File: src/rtl/input_sequencer_if.sv
// Host/core-facing bundle for input_sequencer: host symbol handshake, core step acknowledge,
// and the issue strobe, data and sequence flags that go to the embedding stage.
interface input_sequencer_if #(
  parameter int unsigned RAW_INPUT_BIT = 1,
  parameter int unsigned FIFO_DEPTH    = 8
);
  localparam int unsigned CntW = $clog2(FIFO_DEPTH) + 1;

  logic                     in_valid;
  logic                     in_ready;
  logic [RAW_INPUT_BIT-1:0] in_data;
  logic                     step_done;
  logic                     seq_abort;
  logic [RAW_INPUT_BIT-1:0] rawSample_out;
  logic                     newSample_out;
  logic                     seq_start;
  logic                     seq_end;
  logic                     seq_done;
  logic                     busy;
  logic [CntW-1:0]          fifo_count;
  logic                     timeout_err;

  modport master (
    output in_valid, in_data, step_done, seq_abort,
    input  in_ready, rawSample_out, newSample_out, seq_start, seq_end, seq_done, busy,
           fifo_count, timeout_err
  );

  modport slave (
    input  in_valid, in_data, step_done, seq_abort,
    output in_ready, rawSample_out, newSample_out, seq_start, seq_end, seq_done, busy,
           fifo_count, timeout_err
  );
endinterface

File: src/rtl/input_sequencer.sv
// Buffers host symbols in a FIFO and issues them one per LSTM timestep with sequence flags.
// Define SEQ_TIMEOUT_EN to add a watchdog that self-acknowledges a stalled timestep.
module input_sequencer #(
  parameter int unsigned RAW_INPUT_BIT  = 1,
  parameter int unsigned FIFO_DEPTH     = 8,
  parameter int unsigned SEQ_LEN        = 16,
  parameter int unsigned TIMEOUT_CYCLES = 1024
) (
  input logic              clock,
  input logic              reset,
  input_sequencer_if.slave bus
);
  localparam int unsigned PtrW  = $clog2(FIFO_DEPTH);
  localparam int unsigned CntW  = PtrW + 1;
  localparam int unsigned StepW = (SEQ_LEN > 1) ? $clog2(SEQ_LEN) : 1;

  typedef enum logic [0:0] {StIdle, StWait} state_e;

  state_e                   stateQ, stateD;
  logic [RAW_INPUT_BIT-1:0] fifoMem [FIFO_DEPTH];
  logic [PtrW-1:0]          wrPtrQ, rdPtrQ;
  logic [CntW-1:0]          countQ;
  logic [StepW-1:0]         stepCntQ;
  logic [RAW_INPUT_BIT-1:0] dataQ;
  logic                     newQ, startQ, endQ, doneQ;
  logic                     inReady, push, pop, ack, lastStep, timeoutHit, timeoutErr;

  assign inReady  = (countQ != CntW'(FIFO_DEPTH));
  assign push     = bus.in_valid && inReady && !bus.seq_abort;
  assign lastStep = (stepCntQ == StepW'(SEQ_LEN - 1));
  assign ack      = (stateQ == StWait) && (bus.step_done || timeoutHit);

`ifdef SEQ_TIMEOUT_EN
  localparam int unsigned WdW = $clog2(TIMEOUT_CYCLES + 1);
  logic [WdW-1:0] wdCntQ;
  logic           timeoutErrQ;

  assign timeoutHit = (stateQ == StWait) && (wdCntQ == WdW'(TIMEOUT_CYCLES - 1));
  assign timeoutErr = timeoutErrQ;

  always_ff @(posedge clock or negedge reset) begin
    if (!reset) begin
      wdCntQ      <= '0;
      timeoutErrQ <= 1'b0;
    end else begin
      if (stateQ != StWait || pop || bus.step_done || bus.seq_abort || timeoutHit) begin
        wdCntQ <= '0;
      end else begin
        wdCntQ <= wdCntQ + 1'b1;
      end
      if (timeoutHit) timeoutErrQ <= 1'b1;
    end
  end
`else
  assign timeoutHit = 1'b0;
  assign timeoutErr = 1'b0;
`endif

  always_ff @(posedge clock or negedge reset) begin
    if (!reset) stateQ <= StIdle;
    else        stateQ <= stateD;
  end

  always_comb begin
    stateD = stateQ;
    pop    = 1'b0;
    if (bus.seq_abort) begin
      stateD = StIdle;
    end else begin
      unique case (stateQ)
        StIdle: begin
          if (countQ != '0) begin
            pop    = 1'b1;
            stateD = StWait;
          end
        end
        StWait: begin
          if (ack) begin
            if (countQ != '0) pop = 1'b1;
            else              stateD = StIdle;
          end
        end
      endcase
    end
  end

  always_comb begin
    bus.in_ready      = inReady;
    bus.rawSample_out = dataQ;
    bus.newSample_out = newQ;
    bus.seq_start     = startQ;
    bus.seq_end       = endQ;
    bus.seq_done      = doneQ;
    bus.busy          = (stateQ == StWait);
    bus.fifo_count    = countQ;
    bus.timeout_err   = timeoutErr;
  end

  // Storage is not reset; reset and abort discard contents through the pointers.
  always_ff @(posedge clock) begin
    if (push) fifoMem[wrPtrQ] <= bus.in_data;
  end

  always_ff @(posedge clock or negedge reset) begin
    if (!reset) begin
      wrPtrQ <= '0;
      rdPtrQ <= '0;
      countQ <= '0;
    end else if (bus.seq_abort) begin
      wrPtrQ <= '0;
      rdPtrQ <= '0;
      countQ <= '0;
    end else begin
      if (push) wrPtrQ <= wrPtrQ + 1'b1;
      if (pop)  rdPtrQ <= rdPtrQ + 1'b1;
      countQ <= countQ + CntW'(push) - CntW'(pop);
    end
  end

  // endQ still describes the outstanding step when its acknowledge arrives.
  always_ff @(posedge clock or negedge reset) begin
    if (!reset) begin
      dataQ    <= '0;
      newQ     <= 1'b0;
      startQ   <= 1'b0;
      endQ     <= 1'b0;
      doneQ    <= 1'b0;
      stepCntQ <= '0;
    end else begin
      newQ  <= pop;
      doneQ <= !bus.seq_abort && (stateQ == StWait) && bus.step_done && endQ;
      if (bus.seq_abort) begin
        stepCntQ <= '0;
      end else if (pop) begin
        dataQ    <= fifoMem[rdPtrQ];
        startQ   <= (stepCntQ == '0);
        endQ     <= lastStep;
        stepCntQ <= lastStep ? '0 : stepCntQ + 1'b1;
      end
    end
  end
endmodule

File: src/flat_wrapper.sv
// flat-port wrapper written by rule: the top's interface ports become plain ports
module input_sequencer_flat 
#(
  parameter int unsigned RAW_INPUT_BIT  = 1,
  parameter int unsigned FIFO_DEPTH     = 8,
  parameter int unsigned SEQ_LEN        = 16,
  parameter int unsigned TIMEOUT_CYCLES = 1024
)
  (clock, reset, bus_in_valid, bus_in_data, bus_step_done, bus_seq_abort, bus_in_ready, bus_rawSample_out, bus_newSample_out, bus_seq_start, bus_seq_end, bus_seq_done, bus_busy, bus_fifo_count, bus_timeout_err);
  input_sequencer_if #(.RAW_INPUT_BIT(RAW_INPUT_BIT), .FIFO_DEPTH(FIFO_DEPTH)) bus_i ();
  input logic clock;
  input logic reset;
  input wire logic [$bits(bus_i.in_valid)-1:0] bus_in_valid;
  input wire logic [$bits(bus_i.in_data)-1:0] bus_in_data;
  input wire logic [$bits(bus_i.step_done)-1:0] bus_step_done;
  input wire logic [$bits(bus_i.seq_abort)-1:0] bus_seq_abort;
  output wire logic [$bits(bus_i.in_ready)-1:0] bus_in_ready;
  output wire logic [$bits(bus_i.rawSample_out)-1:0] bus_rawSample_out;
  output wire logic [$bits(bus_i.newSample_out)-1:0] bus_newSample_out;
  output wire logic [$bits(bus_i.seq_start)-1:0] bus_seq_start;
  output wire logic [$bits(bus_i.seq_end)-1:0] bus_seq_end;
  output wire logic [$bits(bus_i.seq_done)-1:0] bus_seq_done;
  output wire logic [$bits(bus_i.busy)-1:0] bus_busy;
  output wire logic [$bits(bus_i.fifo_count)-1:0] bus_fifo_count;
  output wire logic [$bits(bus_i.timeout_err)-1:0] bus_timeout_err;
  assign bus_i.in_valid = bus_in_valid;
  assign bus_i.in_data = bus_in_data;
  assign bus_i.step_done = bus_step_done;
  assign bus_i.seq_abort = bus_seq_abort;
  assign bus_in_ready = bus_i.in_ready;
  assign bus_rawSample_out = bus_i.rawSample_out;
  assign bus_newSample_out = bus_i.newSample_out;
  assign bus_seq_start = bus_i.seq_start;
  assign bus_seq_end = bus_i.seq_end;
  assign bus_seq_done = bus_i.seq_done;
  assign bus_busy = bus_i.busy;
  assign bus_fifo_count = bus_i.fifo_count;
  assign bus_timeout_err = bus_i.timeout_err;
  input_sequencer #(.RAW_INPUT_BIT(RAW_INPUT_BIT), .FIFO_DEPTH(FIFO_DEPTH), .SEQ_LEN(SEQ_LEN), .TIMEOUT_CYCLES(TIMEOUT_CYCLES)) u_core (.clock(clock), .reset(reset), .bus(bus_i));
endmodule
File: config.mk
export PLATFORM = sky130hd
export DESIGN_NAME = input_sequencer_flat
export DESIGN_NICKNAME = d
export VERILOG_FILES = /design/src/rtl/input_sequencer_if.sv /design/src/rtl/input_sequencer.sv /design/src/flat_wrapper.sv
export SDC_FILE = /design/constraint.sdc
export NUM_CORES = 1
export LEC_CHECK = 0
export CORE_MARGIN = 8
export CORE_UTILIZATION = 60
export CTS_BUF_LIST = sky130_fd_sc_hd__clkbuf_16
export DETAILED_ROUTE_END_ITERATION = 7
export DONT_BUFFER_PORTS = 1
export GPL_TIMING_DRIVEN = 0
export PLACE_DENSITY = 0.82
export SYNTH_ARGS = -nofsm -noshare
export SYNTH_HDL_FRONTEND = slang
export SYNTH_SLANG_ARGS = --single-unit
File: constraint.sdc
create_clock -name clock -period 2.87 [get_ports clock]
set_input_delay 0.287 -clock clock [delete_from_list [all_inputs] [get_ports clock]]
set_output_delay 0.287 -clock clock [all_outputs]
set_load 0.02 [all_outputs]
**Word-level counts from Yosys, hierarchy flattened**

Memories as Yosys holds them, arrays and structs flattened. A register that Yosys moved wholly into a read port is not among the register bits.
Index checks and enable logic that the tools add are counted.

- ROM bits: 0
- Logic and storage cells: 49
- Flip-flop bits (word level): 19
- Memory bits (writable): 8
- Latch bits: 0
- Memories: 1

Memory list:

| name | words | bits a word | read ports | clocked after Yosys merged registers in | wr ports | line | text |
|---|---|---|---|---|---|---|---|
| u_core.fifoMem | 8 | 1 | 1 | 1 | 1 | input_sequencer.sv:20 | `logic [RAW_INPUT_BIT-1:0] fifoMem [FIFO_DEPTH];` |

- Shifts and indexed selects: 0
- $lt $le $gt $ge: 0
- Div/mod/pow operators: 0
- Bitwise logic cells: 2
- Multiplexer cells: 17
- Reduce and logical (&&, ||, !) cells: 13
- $mul: 0
- $add $sub $neg: 5
- Equal/unequal tests: 2

Operator list:

| kind | number |
|---|---|
| 2-to-1 mux 4 bit | 4 |
| 2-to-1 mux 3 bit | 4 |
| 2-to-1 mux 1 bit | 7 |
| adder 3 x 1 -> 3 bit, second input constant | 2 |
| logical AND 1 bit | 6 |
| adder 4 x 1 -> 4 bit | 1 |
| adder 4 x 1 -> 4 bit, second input constant | 1 |
| equality test 4 bit, second input constant | 1 |
| zero test 4 bit | 1 |
| != test 4 bit, second input constant | 1 |
| case mux 1 bit (2 select lines) | 2 |
| nonzero test 2 bit | 2 |
| nonzero test 4 bit | 1 |
| subtractor 4 x 1 -> 4 bit | 1 |
| zero test 1 bit | 2 |
| inverter 1 bit | 2 |
| AND reduction 2 bit | 1 |

**Logic depth before layout (Yosys ltp)**

- Depth in word-level cells: 7
- Gate-level depth with buffers: 11
- Depth with buffers taken out: 11

**Worst setup path after synthesis**

OpenSTA, ideal clock, no wires.

- Kind: reg2reg
- Start point: reg u_core.countQ[2] (netlist: u_core.bus.fifo_count[2])
- End point: reg u_core.countQ[1] (netlist: u_core.bus.fifo_count[1])
- Data arrival time: 2.177 ns
- Required time: 2.739 ns
- Cell stages (with the launch flop): 10
- Path buffers: 0
- Library setup time: 0.131 ns
- Setup slack: 0.562 ns
- Cells stage by stage: dfrtp_1 inv_1 ha_1 nor3b_2 nor3_4 ha_1 inv_1 ha_1 fa_1 nor2b_1

- Cells in the longest elaborated chain, start to end: 7
- Elaborated cells on any way between the ends: 11

RTL lines:

| what | line | text |
|---|---|---|
| start: declaration | input_sequencer.sv:22 | `logic [CntW-1:0] countQ;` |
| start signal: assignment | input_sequencer.sv:116 | `countQ <= countQ + CntW'(push) - CntW'(pop);` |
| nonzero test 4 bit * | input_sequencer.sv:72, input_sequencer.sv:79 |  |
| 2-to-1 mux 1 bit * | input_sequencer.sv:72, input_sequencer.sv:79 |  |
| 2-to-1 mux 1 bit | input_sequencer.sv:78 | `if (ack) begin` |
| case mux 1 bit (2 select lines) * | input_sequencer.sv:70 | `unique case (stateQ)` |
| 2-to-1 mux 1 bit * | input_sequencer.sv:67 | `if (bus.seq_abort) begin` |
| via u_core.pop | input_sequencer.sv:26 | `logic inReady, push, pop, ack, lastStep, timeoutHit, timeoutErr;` |
| subtractor 4 x 1 -> 4 bit * | input_sequencer.sv:116 |  |
| 2-to-1 mux 4 bit * | input_sequencer.sv:109 | `end else if (bus.seq_abort) begin` |

Mark *: on every way through the listed nets, which the timed path passes. The rest lies on a longest branch.
A chain may end at the register's enable or synchronous reset.

**Final worst setup path**

Same ends and word-level chain as after synthesis.

==> implementation parameters <==
Parameter                              Value

STA
  Total negative slack    0 ns
  RSZ-0062 raised after global routing    false
  Total setup violations reported at the end of the flow    0
  Max-slew headroom at the worst pin    0.3720
  Transition time at the pin with the least slew margin    0.9390 ns
  Number of pins exceeding their max-slew limit in the final report    0
  Period utilization    0.9021
  Fmax    0.3863 GHz
  Final Hold Slack    0.1214 ns
  Largest clock skew in the final design    0.002554 ns
  Final setup margin    0.2811 ns
  Count of final hold-check violations    0
  Time the worst path needs with I/O delays and setup    2.589 ns

Critical path
  Worst stage delay on the critical path    0.46 ns
  Category of the critical setup timing path    register to register
  CP max stage cell    sky130_fd_sc_hd__dfrtp_1
  Critical path data arrival time    2.72 ns
  Critical Path Source Type    register
  Maximum fanout count along the critical path    6
  Critical-path cell list    inv_1 > ha_1 > nor3b_2 > nor3_4 > ha_1 > inv_1 > ha_1 > fa_1 > nor2b_1
  Worst R2R Setup Slack    0.28 ns
  Crit path top cell by count    sky130_fd_sc_hd__ha_1
  Data required, critical path    3.00 ns
  Type of element capturing the critical path    register

Route
  Drt via density    5.741
  Aggregate routed wire length    2706 um
  Drc violations    0
  Total via count in the routed design    930
  Number of nets still failing antenna checks after routing    0
  Detailed router's first-iteration violation count    47
  Routed length per instance    16.70 um
  Length of the first detailed-routing pass in iterations    4

Clocking
  Number of gates resized after cts    0
  TritonCTS buffer count    3
  TritonCTS clock tree    done
  Maximum root-to-sink buffer count    2
  Clock-pin slew on the worst setup and hold paths    0.07 ns
  Clock Sink Count    28
  Hold buffer count at CTS    1
  Post-CTS Setup Inserts    0
  H-Tree Depth    1
  Cell at the root of the clock tree    sky130_fd_sc_hd__clkbuf_16
  Clock insertion delay at the later pin of the skew report    0.26 ns

Run
  Max-capacitance violation count    0

Global routing
  Initial antenna violation count    0
  Vias in the first global route    1007
  Total global-route track usage    0.1387
  Remaining global-route overflow    0
  Largest net degree at the start of global routing    21
  Global-route wire length before repair    4643 um

Yosys
  Sequential share of the synthesized area    0.5157
  Syn. warnings    0
  Syn nets    146
  Post-synth cell types    33
  Post-synthesis cell count    129
  Summed instance area of the synthesized netlist    1436 um2
  Average footprint of a synthesized cell    11.13 um2
  Number of register bits inferred by synthesis    28

Power and ir drop
  Switching Fraction    0.3555
  Flop pwr share    0.409
  Internal power component    1009 uW
  Net switching power of the design    556.9 uW
  Power density over the cells    987.2 nW/um2
  Highest ir drop seen on vdd    0.7126 mV
  Lkg Pwr    0.0007047 uW
  Share of total power in the clock network    0.260
  Combinational cell fraction of total power    0.331

Placed design
  Number of buffer cells added on primary ports    0
  Total half-perimeter wirelength after legalization and detailed placement    1953 um
  Post-Place Worst Slack    0.2935 ns
  Post-detailed-placement cell area    1471 um2
  Placer Congestion    0.8391

Floorplanning
  Total die area    4216 um2
  Top-level port count    18
  Die Span X    64.93 um
  Initial standard-cell utilization of the core    0.6431
  Floorplan core area    2233 um2
  Die Y    64.93 um
  Row count    17

Final layout
  Net total in the final layout    152
  Number of antenna diodes    0
  Synthesis-to-finish area growth    10.45%
  Final instance area    1587 um2
  Fill cells    149
  Share of post-route cells with drive strength above 1    0.09701

Hold path
  Worst min-delay path class    input pin to register

Run status
  Run status    finished clean
## cells in the final DEF, fill, tap and decap left out, drive strengths merged, types with 3 or more instances in the layout
cell     n
ha      10
clkbuf   5
nor2    16
nand2b   3
mux2i    5
edfxtp   8
nor2b    3
nand2    9
nand3    5
xnor2    3
xor2     4
inv     10
a21oi    8
dfrtp   20
nor3     3
buf      3
## layer usage
layer / vias up / routed length (um) / GRT usage
met3: 4 / 171 / 0.04124
met1: 460 / 1144 / 0.1535
li1: 441 / - / -
met2: 25 / 1357 / 0.2385
met5: - / 0 / 0
met4: 0 / 32 / 0.06540
## per-stage QoR
stage | instances | total power, uW | utilization
after global placement | 157 | 1111 | 0.6588
after CTS | 162 | 1577 | 0.7104
final | 162 | 1566 | 0.7104
after detailed placement | 157 | 1149 | 0.6588
after floorplan | 129 | 1038 | -
after global routing | 162 | 1677 | 0.7104
## state kept, by name, indices dropped and copies added, names as in the netlist, 3 cells and up
register and cells:
u_core.wrPtrQ 3, u_core.stepCntQ 4, u_core.fifoMem 8, u_core.rdPtrQ 3
u_core.bus.fifo_count 4
## worst max-delay path, delay by kind of cell (launching register included)
kind | cells | cell delay [ns]
flip-flops | 1 | 0.46
adder cells (fa/ha/maj) | 4 | 1.13
AND/OR/NAND/NOR | 3 | 0.68
buffers and inverters | 2 | 0.18
## power by group through the flow
stage | Clock, uW | Combinational, uW | Sequential (uW)
2_1_floorplan | 0 | 416 | 622
3_3_place_gp | 0 | 470 | 641
3_5_place_dp | 0 | 498 | 651
4_1_cts | 413 | 521 | 644
5_1_grt | 431 | 590 | 656
6_report | 407 | 519 | 640
## Yosys cell counts
| master | n | area share |
|---|---|---|
| sky130_fd_sc_hd__clkbuf_1 | 2 | 0.0052 |
| sky130_fd_sc_hd__ha_1 | 10 | 0.087 |
| sky130_fd_sc_hd__nor2b_1 | 3 | 0.013 |
| sky130_fd_sc_hd__a21o_1 | 1 | 0.0052 |
| sky130_fd_sc_hd__buf_4 | 3 | 0.016 |
| sky130_fd_sc_hd__nand2b_1 | 3 | 0.013 |
| sky130_fd_sc_hd__nand3_1 | 5 | 0.017 |
| sky130_fd_sc_hd__nor3_2 | 1 | 0.0070 |
| sky130_fd_sc_hd__or3_1 | 1 | 0.0044 |
| sky130_fd_sc_hd__nand3b_1 | 1 | 0.0052 |
| sky130_fd_sc_hd__nand2_1 | 8 | 0.021 |
| sky130_fd_sc_hd__xor2_1 | 4 | 0.024 |
| sky130_fd_sc_hd__nor3_4 | 1 | 0.011 |
| sky130_fd_sc_hd__xnor2_1 | 3 | 0.018 |
| sky130_fd_sc_hd__and4b_1 | 1 | 0.0070 |
| sky130_fd_sc_hd__fa_1 | 1 | 0.014 |
| sky130_fd_sc_hd__or3b_1 | 2 | 0.012 |
| sky130_fd_sc_hd__a21oi_1 | 8 | 0.028 |
| sky130_fd_sc_hd__nor2_1 | 16 | 0.042 |
| sky130_fd_sc_hd__o21ai_1 | 2 | 0.0070 |
| sky130_fd_sc_hd__nor3_1 | 1 | 0.0035 |
| sky130_fd_sc_hd__edfxtp_1 | 8 | 0.17 |
| sky130_fd_sc_hd__mux2i_1 | 5 | 0.035 |
| sky130_fd_sc_hd__mux2_1 | 1 | 0.0078 |
| sky130_fd_sc_hd__inv_1 | 10 | 0.026 |
| sky130_fd_sc_hd__or3_4 | 1 | 0.0078 |
| sky130_fd_sc_hd__nand2_2 | 1 | 0.0044 |
| sky130_fd_sc_hd__conb_1 | 1 | 0.0026 |
| sky130_fd_sc_hd__nand4b_1 | 1 | 0.0061 |
| sky130_fd_sc_hd__nor3b_2 | 1 | 0.0087 |
| sky130_fd_sc_hd__mux4_2 | 1 | 0.016 |
| sky130_fd_sc_hd__and3_1 | 2 | 0.0087 |
| sky130_fd_sc_hd__dfrtp_1 | 20 | 0.35 |
## path summary, 6_finish.rpt
check | from | to | cells after the start
worst max-delay path | u_core.bus.fifo_count[2]$_DFF_PN0_ | u_core.bus.fifo_count[1]$_DFF_PN0_ | 9
worst min-delay path | bus_in_data | u_core.fifoMem[7]$_DFFE_PP_ | 0
worst max register to register | u_core.bus.fifo_count[2]$_DFF_PN0_ | u_core.bus.fifo_count[1]$_DFF_PN0_ | 9
worst min register to register | u_core.rdPtrQ[2]$_DFFE_PN0P_ | u_core.rdPtrQ[2]$_DFFE_PN0P_ | 2
max in group asynchronous | reset | u_core.wrPtrQ[0]$_DFFE_PN0P_ | 1
min in group asynchronous | reset | u_core.bus.seq_start$_DFFE_PN0P_ | 1
## cell families after synthesis
kind of cell / share of synthesized area
AND/OR/NAND/NOR: 0.1925
flip-flops: 0.5157
buffers and inverters: 0.04704
adder cells (fa/ha/maj): 0.1010
AO/OA/AOI/OAI: 0.04007
XOR/XNOR: 0.04268
multiplexers: 0.05836
other: 0.002611
## area by class of cell
type | instances | area, um2 | area share
flip-flops and latches | 28 | 740.7 | 0.4669
clock inverters | 1 | 30.03 | 0.01893
multi-input cells | 86 | 628.1 | 0.3959
clock buffers | 3 | 75.07 | 0.04732
plain buffers | 5 | 30.03 | 0.01893
inverters | 10 | 37.54 | 0.02366
well taps | 28 | 35.03 | 0.02208
repair buffers | 1 | 10.01 | 0.006309
Power figures use the tool's default switching activity.
